--- src/rtl/add16u_err_monitor.sv ---
// Streaming error characterisation for approximate unsigned adders: recomputes the exact sum
// and accumulates error count, sum of absolute error and worst-case error over a sample run.
module add16u_err_monitor #(
  parameter int unsigned W     = 16,
  parameter int unsigned CNT_W = 32,
  parameter int unsigned ACC_W = 48
) (
  input  logic             clk,
  input  logic             rst_n,
  input  logic             start_i,
  input  logic [CNT_W-1:0] n_samples_i,
  input  logic             in_valid_i,
  output logic             in_ready_o,
  input  logic [W-1:0]     in_a_i,
  input  logic [W-1:0]     in_b_i,
  input  logic [W:0]       in_o_i,
  output logic             busy_o,
  output logic             done_o,
  output logic [CNT_W-1:0] sample_cnt_o,
  output logic [CNT_W-1:0] err_cnt_o,
  output logic [ACC_W-1:0] sae_o,
  output logic             sae_sat_o,
  output logic [W:0]       wce_o,
  output logic [W-1:0]     wce_a_o,
  output logic [W-1:0]     wce_b_o
);

  typedef enum logic [1:0] {StIdle, StRun, StDrain, StDone} state_e;

  state_e           state_q, state_d;
  logic [CNT_W-1:0] remaining_q, remaining_d;
  logic             drain_wait_q, drain_wait_d;
  logic             done_q, done_d;
  logic             clear, hs;

  logic             s1_valid_q;
  logic [W-1:0]     s1_a_q, s1_b_q;
  logic [W:0]       s1_o_q, s1_exact_q;
  logic             s2_valid_q;
  logic [W-1:0]     s2_a_q, s2_b_q;
  logic [W:0]       s2_d_q, diff;

  logic [CNT_W-1:0] sample_cnt_q, sample_cnt_d, err_cnt_q, err_cnt_d;
  logic [ACC_W-1:0] sae_q, sae_d;
  logic [ACC_W:0]   sae_sum;
  logic             sae_sat_q, sae_sat_d;
  logic [W:0]       wce_q, wce_d;
  logic [W-1:0]     wce_a_q, wce_a_d, wce_b_q, wce_b_d;

  assign in_ready_o = (state_q == StRun) && (remaining_q != '0);
  assign hs         = in_valid_i && in_ready_o;
  assign busy_o     = (state_q == StRun) || (state_q == StDrain);
  assign done_o     = done_q;

  // DRAIN always lasts at least two cycles so done lands a fixed three edges after the
  // point where the last accept could have happened, even for an empty run.
  always_comb begin
    state_d      = state_q;
    drain_wait_d = 1'b0;
    done_d       = 1'b0;
    clear        = 1'b0;
    case (state_q)
      StIdle, StDone: begin
        if (start_i) begin
          state_d = StRun;
          clear   = 1'b1;
        end
      end
      StRun: begin
        if (remaining_q == '0) begin
          state_d      = StDrain;
          drain_wait_d = 1'b1;
        end
      end
      StDrain: begin
        if (!drain_wait_q && !s1_valid_q && !s2_valid_q) begin
          state_d = StDone;
          done_d  = 1'b1;
        end
      end
      default: state_d = StIdle;
    endcase
  end

  always_comb begin
    remaining_d = remaining_q;
    if (clear) begin
      remaining_d = n_samples_i;
    end else if (hs) begin
      remaining_d = remaining_q - CNT_W'(1);
    end
  end

  assign diff    = (s1_exact_q >= s1_o_q) ? (s1_exact_q - s1_o_q) : (s1_o_q - s1_exact_q);
  assign sae_sum = {1'b0, sae_q} + (ACC_W+1)'(s2_d_q);

  always_comb begin
    sample_cnt_d = sample_cnt_q;
    err_cnt_d    = err_cnt_q;
    sae_d        = sae_q;
    sae_sat_d    = sae_sat_q;
    wce_d        = wce_q;
    wce_a_d      = wce_a_q;
    wce_b_d      = wce_b_q;
    if (clear) begin
      sample_cnt_d = '0;
      err_cnt_d    = '0;
      sae_d        = '0;
      sae_sat_d    = 1'b0;
      wce_d        = '0;
      wce_a_d      = '0;
      wce_b_d      = '0;
    end else if (s2_valid_q) begin
      sample_cnt_d = sample_cnt_q + CNT_W'(1);
      err_cnt_d    = err_cnt_q + CNT_W'(s2_d_q != '0);
      if (sae_sat_q || sae_sum[ACC_W]) begin
        sae_d     = '1;
        sae_sat_d = 1'b1;
      end else begin
        sae_d = sae_sum[ACC_W-1:0];
      end
      // Strictly greater: ties keep the earliest sample.
      if (s2_d_q > wce_q) begin
        wce_d   = s2_d_q;
        wce_a_d = s2_a_q;
        wce_b_d = s2_b_q;
      end
    end
  end

  always_ff @(posedge clk or negedge rst_n) begin
    if (!rst_n) begin
      state_q      <= StIdle;
      remaining_q  <= '0;
      drain_wait_q <= 1'b0;
      done_q       <= 1'b0;
      s1_valid_q   <= 1'b0;
      s1_a_q       <= '0;
      s1_b_q       <= '0;
      s1_o_q       <= '0;
      s1_exact_q   <= '0;
      s2_valid_q   <= 1'b0;
      s2_a_q       <= '0;
      s2_b_q       <= '0;
      s2_d_q       <= '0;
      sample_cnt_q <= '0;
      err_cnt_q    <= '0;
      sae_q        <= '0;
      sae_sat_q    <= 1'b0;
      wce_q        <= '0;
      wce_a_q      <= '0;
      wce_b_q      <= '0;
    end else begin
      state_q      <= state_d;
      remaining_q  <= remaining_d;
      drain_wait_q <= drain_wait_d;
      done_q       <= done_d;
      s1_valid_q   <= hs && !clear;
      if (hs) begin
        s1_a_q     <= in_a_i;
        s1_b_q     <= in_b_i;
        s1_o_q     <= in_o_i;
        s1_exact_q <= {1'b0, in_a_i} + {1'b0, in_b_i};
      end
      s2_valid_q   <= s1_valid_q && !clear;
      s2_a_q       <= s1_a_q;
      s2_b_q       <= s1_b_q;
      s2_d_q       <= diff;
      sample_cnt_q <= sample_cnt_d;
      err_cnt_q    <= err_cnt_d;
      sae_q        <= sae_d;
      sae_sat_q    <= sae_sat_d;
      wce_q        <= wce_d;
      wce_a_q      <= wce_a_d;
      wce_b_q      <= wce_b_d;
    end
  end

  assign sample_cnt_o = sample_cnt_q;
  assign err_cnt_o    = err_cnt_q;
  assign sae_o        = sae_q;
  assign sae_sat_o    = sae_sat_q;
  assign wce_o        = wce_q;
  assign wce_a_o      = wce_a_q;
  assign wce_b_o      = wce_b_q;

endmodule
--- config.mk ---
export PLATFORM = sky130hd
export DESIGN_NAME = add16u_err_monitor
export DESIGN_NICKNAME = d
export VERILOG_FILES = /design/src/rtl/add16u_err_monitor.sv
export SDC_FILE = /design/constraint.sdc
export NUM_CORES = 1
export LEC_CHECK = 0
export CAP_MARGIN = 10
export CORE_MARGIN = 2
export CORE_UTILIZATION = 55
export DETAILED_ROUTE_END_ITERATION = 12
export GPL_ROUTABILITY_DRIVEN = 0
export GPL_TIMING_DRIVEN = 0
export PLACE_DENSITY = 0.92
export REMOVE_ABC_BUFFERS = 1
export SLEW_MARGIN = 30
export SYNTH_ARGS = -nofsm -noshare
export SYNTH_HDL_FRONTEND = slang
export SYNTH_SLANG_ARGS = --single-unit
--- constraint.sdc ---
create_clock -name clk -period 3.6 [get_ports clk]
set_input_delay 0.72 -clock clk [delete_from_list [all_inputs] [get_ports clk]]
set_output_delay 0.72 -clock clk [all_outputs]
set_load 0.005 [all_outputs]
==> key figures, run 1 <==
Outcome
  • Outcome: finished, final reports clean

Route
  • WL met1: between 15 and 20 mm
  • Highest Signal Layer: met4
  • Drt pass-1 iters: 6
  • Routed wl met2: 23.6 mm
  • Routed Antenna Nets: 0
  • DRC violation count after routing: 0
  • DRT iter0 DRCs: between 1000 and 1500
  • Post-Route WL: approximately 47 mm
  • Vias: ~15000
  • Metal3 WL: between 3 and 4 mm
  • Post-DR vias/cell: 6.15
  • Wire length per cell: about 19 um

Worst setup path
  • Arr. time, crit path: around 2.8 ns
  • CP max-delay cell: or4_1
  • Critical path's top delay family: simple AND/OR/NAND/NOR gates
  • WS Path Type: register to primary output
  • CP Buf/Inv Count: 1
  • Peak fanout along the critical path: 3
  • Worst Path Required: 2.88 ns
  • CP startpoint kind: register
  • CP max stage delay: 0.60 ns
  • CP cell instances: or4_1 -> nor4_1 -> nand4_1 -> o21a_1 -> clkdlybuf4s50_1
  • Crit path capture type: primary output

STA
  • Slew HR: 30.0%
  • PnR worst setup slack: around 0.09 ns
  • Tmin final: about 3.5 ns
  • Hold WS: roughly 0.2 ns
  • Fmax: 285 MHz
  • Final setup vio count: 0
  • Max-slew violation count: 0
  • Period utilisation layout: a little over nine tenths
  • Tightest Pin Transition: 1.04 ns
  • Hold Vio Cnt, Final: 0
  • Max Clock Skew: roughly 0.026 ns

Floorplan
  • Row count: 64
  • Starting Density: ~56%
  • Die area: approximately 32000 um^2
  • Die Ht: 180 um
  • Core Area: 30500 um^2
  • IO Pins: 250
  • Die width: 180 um

Job
  • MaxCap Viol Count: 0

Placement
  • Inst Count DP: about 2400
  • Post-DP HPWL: around 32 mm
  • I/O Buffers: about 250
  • Pre-CTS setup slack: -0.533 ns

Clock tree
  • Clock buffer depth: 3
  • Clock Pin Slew Worst Setup and Hold Paths: ~0.060 ns
  • # clock sinks: between 300 and 400
  • Worst-Skew Late Latency: between 0.5 and 0.6 ns
  • Htree depth: 2
  • Total CTS buffers: 36
  • # hold bufs at CTS: 0
  • Clock root buffer master: clkbuf_16
  • CTS tree: built

Cells and area
  • Nets: ~2200
  • Area Growth Syn to Fin: 24.9%
  • Commonest non-fill, non-tap cells in the layout: dfrtp_1 (314), clkdlybuf4s50_1 (248), nand2_1 (225), o21ai_0 (164), a21oi_1 (140)
  • Most common cell after layout, fill and taps aside: dfrtp_1
  • Post-Layout Cell Count: ~2500
  • # diodes: 0
  • Share of layout cells above drive strength 1: 6.17%
  • Core Util, Final: 69.5%

Synthesis
  • Yosys top cell area share: between 40% and 50%
  • Yosys reg bits: between 300 and 400
  • Post-Syn Area: 17000 um^2
  • Post-synth EDFFs: 0
  • Register area share after synthesis: between 40% and 50%
  • Synth top area cells: dfrtp_1 (46%), ha_1 (6.7%), nand2_1 (5.0%)
  • Largest area contributor in the netlist: dfrtp_1
  • Post-Syn Area per Cell: 9.22 um^2
  • Most common flop cell mapped by yosys: dfrtp_1
  • Post-synthesis async set-or-reset flop share: 100%
  • Yosys cell types: 78
  • Cells after Synth: about 1800
  • Yosys warnings: 0

Power
  • Combinational Power Share: between 40% and 50%
  • P_leak: 9.06 nW
  • Sequential power share: 32.0%
  • Pwr Total: between 15 and 20 mW
  • Int Pwr: 10.5 mW
  • Pwr dens: roughly 850 nW/um^2
  • Clock power frac: 20.0%
  • Sw Share: between 40% and 50%
  • Max rail drop VDD: 0.482 mV
  • P_sw: 7.50 mW

Global routing
  • Gr usage total: approximately 29%
  • Pin count of the biggest net entering global routing: 89
  • GRT Residual Overflow: 0
  • First-pass GRT wire length: approximately 77 mm
  • Antenna violations before repair: 0
  • Number of global-route vias before repair: about 15000

Worst hold path
  • Hold WC Path Type: input pin to async pin
through the flow:
stage	area (um^2)	setup TNS, ns
after floorplan	16600	-116.81
after global placement	19600	-4075.11
after detailed placement	19900	-8.82
after CTS	21100	0
after global routing	21200	-0.0110
final	21200	0
area by class of cell:
class,instances,area (um^2)
tap,396,495
timing repair buffer,276,2860
multi-input combinational,1354,8490
clock buffer,52,1040
fill,2084,9300
clock inverter,11,123
sequential,315,7890
inverter,83,312
layer usage:
layer	GRT usage (%)	up-vias
met5	0	-
met4	12.8	0
met3	5.57	168
met2	49.2	807
met1	34.7	7393
li1	-	6934
timing repair:
item                       in CTS  in global routing
cloned                          0                  1
gates resized for setup         4                  3
setup buffers                   1                  9
setup endpoints to repair      38                 52
pin swaps                       1                  4
state kept, by name, summed over array words and instances, names as in the netlist, 17 cells and up:
name,flops
remaining_q,32
sample_cnt_o,32
s2_d_q,17
s1_exact_q,17
wce_o,17
err_cnt_o,32
sae_o,48
s1_o_q,17
worst paths after layout:
kind                       slack, ns            to  cells after the start            start
min in group clk                0.37     s2_a_q[0]                      0        s1_a_q[0]
min                             0.20    s2_b_q[10]                      2            rst_n
min reg2reg                     0.37     s2_a_q[0]                      0        s1_a_q[0]
max                             0.09    in_ready_o                      5  remaining_q[26]
max reg2reg                     0.16     sae_o[43]                     10        s2_d_q[0]
max in group asynchronous       2.26  err_cnt_o[4]                      4            rst_n
cell usage after synthesis, types with 24 or more instances:
cell        n
dfrtp_1   315
nand2_1   227
ha_1       91
nor3_1     44
xor2_1     56
a21o_1     24
nand3_1    88
a21oi_1   141
clkbuf_1   72
nand4_1    38
o21ai_0   164
xnor2_1    65
inv_1      83
nor2_1    127
logic make-up after synthesis:
| group | Yosys count | synth area share [%] |
|---|---|---|
| xor+xnor | 121 | 6.24 |
| buf+inv | 174 | 4.11 |
| simple gates | 652 | 18.6 |
| flops | 315 | 46.4 |
| compound gates | 472 | 16.7 |
| fa+ha+maj | 95 | 7.18 |
| mux | 13 | 0.774 |
power groups by stage:
stage                     clock network (mW)  logic [mW]  registers, mW
after global placement                     0        7.25           5.62
after detailed placement                   0        8.16           5.74
after global routing                    3.81        9.41           5.83
after CTS                               3.66        8.31           5.70
after floorplan                            0        5.46           5.44
final                                   3.60        8.62           5.74
Note: power is estimated with default switching activity, not from simulation.
==> run 2: changes to the inputs <==
- CAP_MARGIN: 10 -> 20
- CORE_ASPECT_RATIO: default -> 1.75
- CORE_UTILIZATION: 55 -> 57
- CTS_BUF_LIST: default -> sky130_fd_sc_hd__clkbuf_8
- PLACE_DENSITY: 0.92 -> 0.94
==> run 2 against run 1 <==
Compared with the run above: design area fell by 1.1%; die area decreased by 3.3%; clock power decreased by 15%; power decreased by 3.4%; routed wire length is 1.3% lower; first-iteration DRC count down 16%; via count shrank 0.18%; clock skew decreased by 0.0047 ns; critical path depth up 5; worst hold slack got worse by 0.14 ns; flip-flop and latch count unchanged; combinational power shrank 0.7%; critical path type is now register to register; critical endpoint is now s2_d_q[14]; largest power group unchanged; highest routed layer unchanged.
==> key figures, run 2 (same netlist as run 1, synthesis figures left out) <==
STA
  • Period utilisation layout: 97.8%
  • Max Clock Skew: approximately 0.021 ns
  • RSZ-0062 raised after global routing: no
  • Tightest Pin Transition: roughly 0.86 ns
  • Max-slew violation count: 0
  • Fmax: approximately 280 MHz
  • Slew HR: a little over two fifths
  • Hold WS: 0.0594 ns
  • Final setup vio count: 0
  • Tmin final: around 3.5 ns
  • Hold Vio Cnt, Final: 0

Floorplan
  • Die width: between 100 and 150 um
  • Core Area: just under 30000 um^2
  • Starting Density: between 50% and 60%
  • Die area: ~31000 um^2
  • Row count: 83
  • IO Pins: between 200 and 300
  • Die Ht: 232 um

Clock tree
  • Worst-Skew Late Latency: 0.60 ns
  • Clock root buffer master: clkbuf_8
  • Clock buffer depth: 3
  • Htree depth: 2
  • # clock sinks: 315
  • # hold bufs at CTS: 0
  • CTS tree: built
  • Clock Pin Slew Worst Setup and Hold Paths: ~0.07 ns
  • Total CTS buffers: 46

Placement
  • I/O Buffers: 249
  • Post-DP HPWL: roughly 33 mm
  • Inst Count DP: about 2400

Worst setup path
  • Arr. time, crit path: between 3 and 4 ns
  • Peak fanout along the critical path: 13
  • CP startpoint kind: register
  • Crit path capture type: register
  • WS Path Type: register to register
  • Worst Path Required: a little over 4 ns

Worst hold path
  • Hold WC Path Type: input pin to async pin

Cells and area
  • Share of layout cells above drive strength 1: slightly below 7%
  • Area Growth Syn to Fin: 23.5%
  • Nets: roughly 2300
  • Max FFs per register: 48
  • Core Util, Final: about 72%
  • Most common cell after layout, fill and taps aside: dfrtp_1
  • Commonest non-fill, non-tap cells in the layout: dfrtp_1 (314), clkdlybuf4s50_1 (247), nand2_1 (225), o21ai_0 (164), a21oi_1 (140)
  • Post-Layout Cell Count: 2491

Route
  • Vias: between 15000 and 20000
  • DRC violation count after routing: 0
  • Post-Route WL: 46.8 mm
  • Post-DR vias/cell: around 6.1
  • Drt pass-1 iters: 4
  • Routed Antenna Nets: 0
  • DRT iter0 DRCs: about 1200
  • Wire length per cell: 18.8 um

Power
  • P_sw: approximately 7.4 mW
  • Combinational Power Share: between 40% and 50%
  • Sequential power share: approximately a third
  • Max rail drop VDD: between 0.6 and 0.7 mV
  • P_leak: 9.04 nW
  • Sw Share: between 40% and 50%
  • Clock power frac: between 10% and 20%
  • Int Pwr: 9.93 mW
  • Pwr dens: a little over 800 nW/um^2

Global routing
  • Number of global-route vias before repair: about 15000
  • First-pass GRT wire length: between 70 and 80 mm
  • Pin count of the biggest net entering global routing: 85
  • Antenna violations before repair: 2
  • GRT Residual Overflow: 0
  • Gr usage total: 29.7%

Outcome
  • Outcome: finished, final reports clean

Job
  • MaxCap Viol Count: 0
run 2: timing repair:
action	4_1_cts	5_1_grt
buffers inserted	1	4
pin swaps	1	5
setup endpoints to repair	26	49
gates resized for setup	3	6
cloned	0	1
run 2: final timing paths:
| kind | from | to | cells after the start | slack [ns] |
|---|---|---|---|---|
| max in group asynchronous | rst_n | sample_cnt_o[23] | 3 | 2.28 |
| min in group clk | s1_a_q[2] | s2_a_q[2] | 0 | 0.37 |
| min | rst_n | s1_o_q[8] | 1 | 0.06 |
| max reg2reg | s1_o_q[1] | s2_d_q[14] | 10 | 0.08 |
| min reg2reg | s1_a_q[2] | s2_a_q[2] | 0 | 0.37 |
| max | s1_o_q[1] | s2_d_q[14] | 10 | 0.08 |
run 2: metal layers:
metal	GRT usage (%)	share of wire, %	up-vias
met4	18.7	6.4	0
met1	32.6	35	7398
li1	-	-	6934
met3	4.58	6.5	199
met5	0	0	-
met2	53.3	52	743
run 2: worst max-delay path: stages, from the launching register on:
cell and delay [ns]:
dfrtp_1 0.41, inv_1 0.11, ha_1 0.34, nor2b_1 0.16
o31a_1 0.28, o31ai_1 0.38, o21ai_0 0.35, a21oi_4 0.55
mux2i_1 0.45, o221ai_1 0.19, xor2_1 0.18
run 2: power groups by stage:
stage | clock [mW] | combinational (mW) | sequential, mW
global placement | 0 | 7.37 | 5.61
floorplan | 0 | 5.46 | 5.44
detailed placement | 0 | 8.21 | 5.74
global route | 3.28 | 9.33 | 5.83
finish | 3.07 | 8.56 | 5.72
CTS | 3.12 | 8.33 | 5.68
run 2: final cells by class:
| class | count | area, um^2 |
|---|---|---|
| diodes | 2 | 5.00 |
| clock inverters | 28 | 219 |
| well taps | 382 | 478 |
| repair buffers | 271 | 2810 |
| multi-input cells | 1354 | 8490 |
| fillers | 2042 | 8320 |
| clock buffers | 56 | 771 |
| inverters | 83 | 312 |
| flip-flops and latches | 315 | 7890 |
run 2: stage by stage:
step | cell area [um^2] | setup TNS [ns] | power [mW] | setup WS, ns
after global routing | 21000 | 0 | 18.4 | 0.0577
after global placement | 19600 | -4049.58 | 13.0 | -11.30
after floorplan | 16600 | -116.81 | 10.9 | -0.978
after CTS | 20900 | 0 | 17.1 | 0.0208
final | 21000 | 0 | 17.4 | 0.0798
after detailed placement | 19900 | -9.26 | 13.9 | -0.552
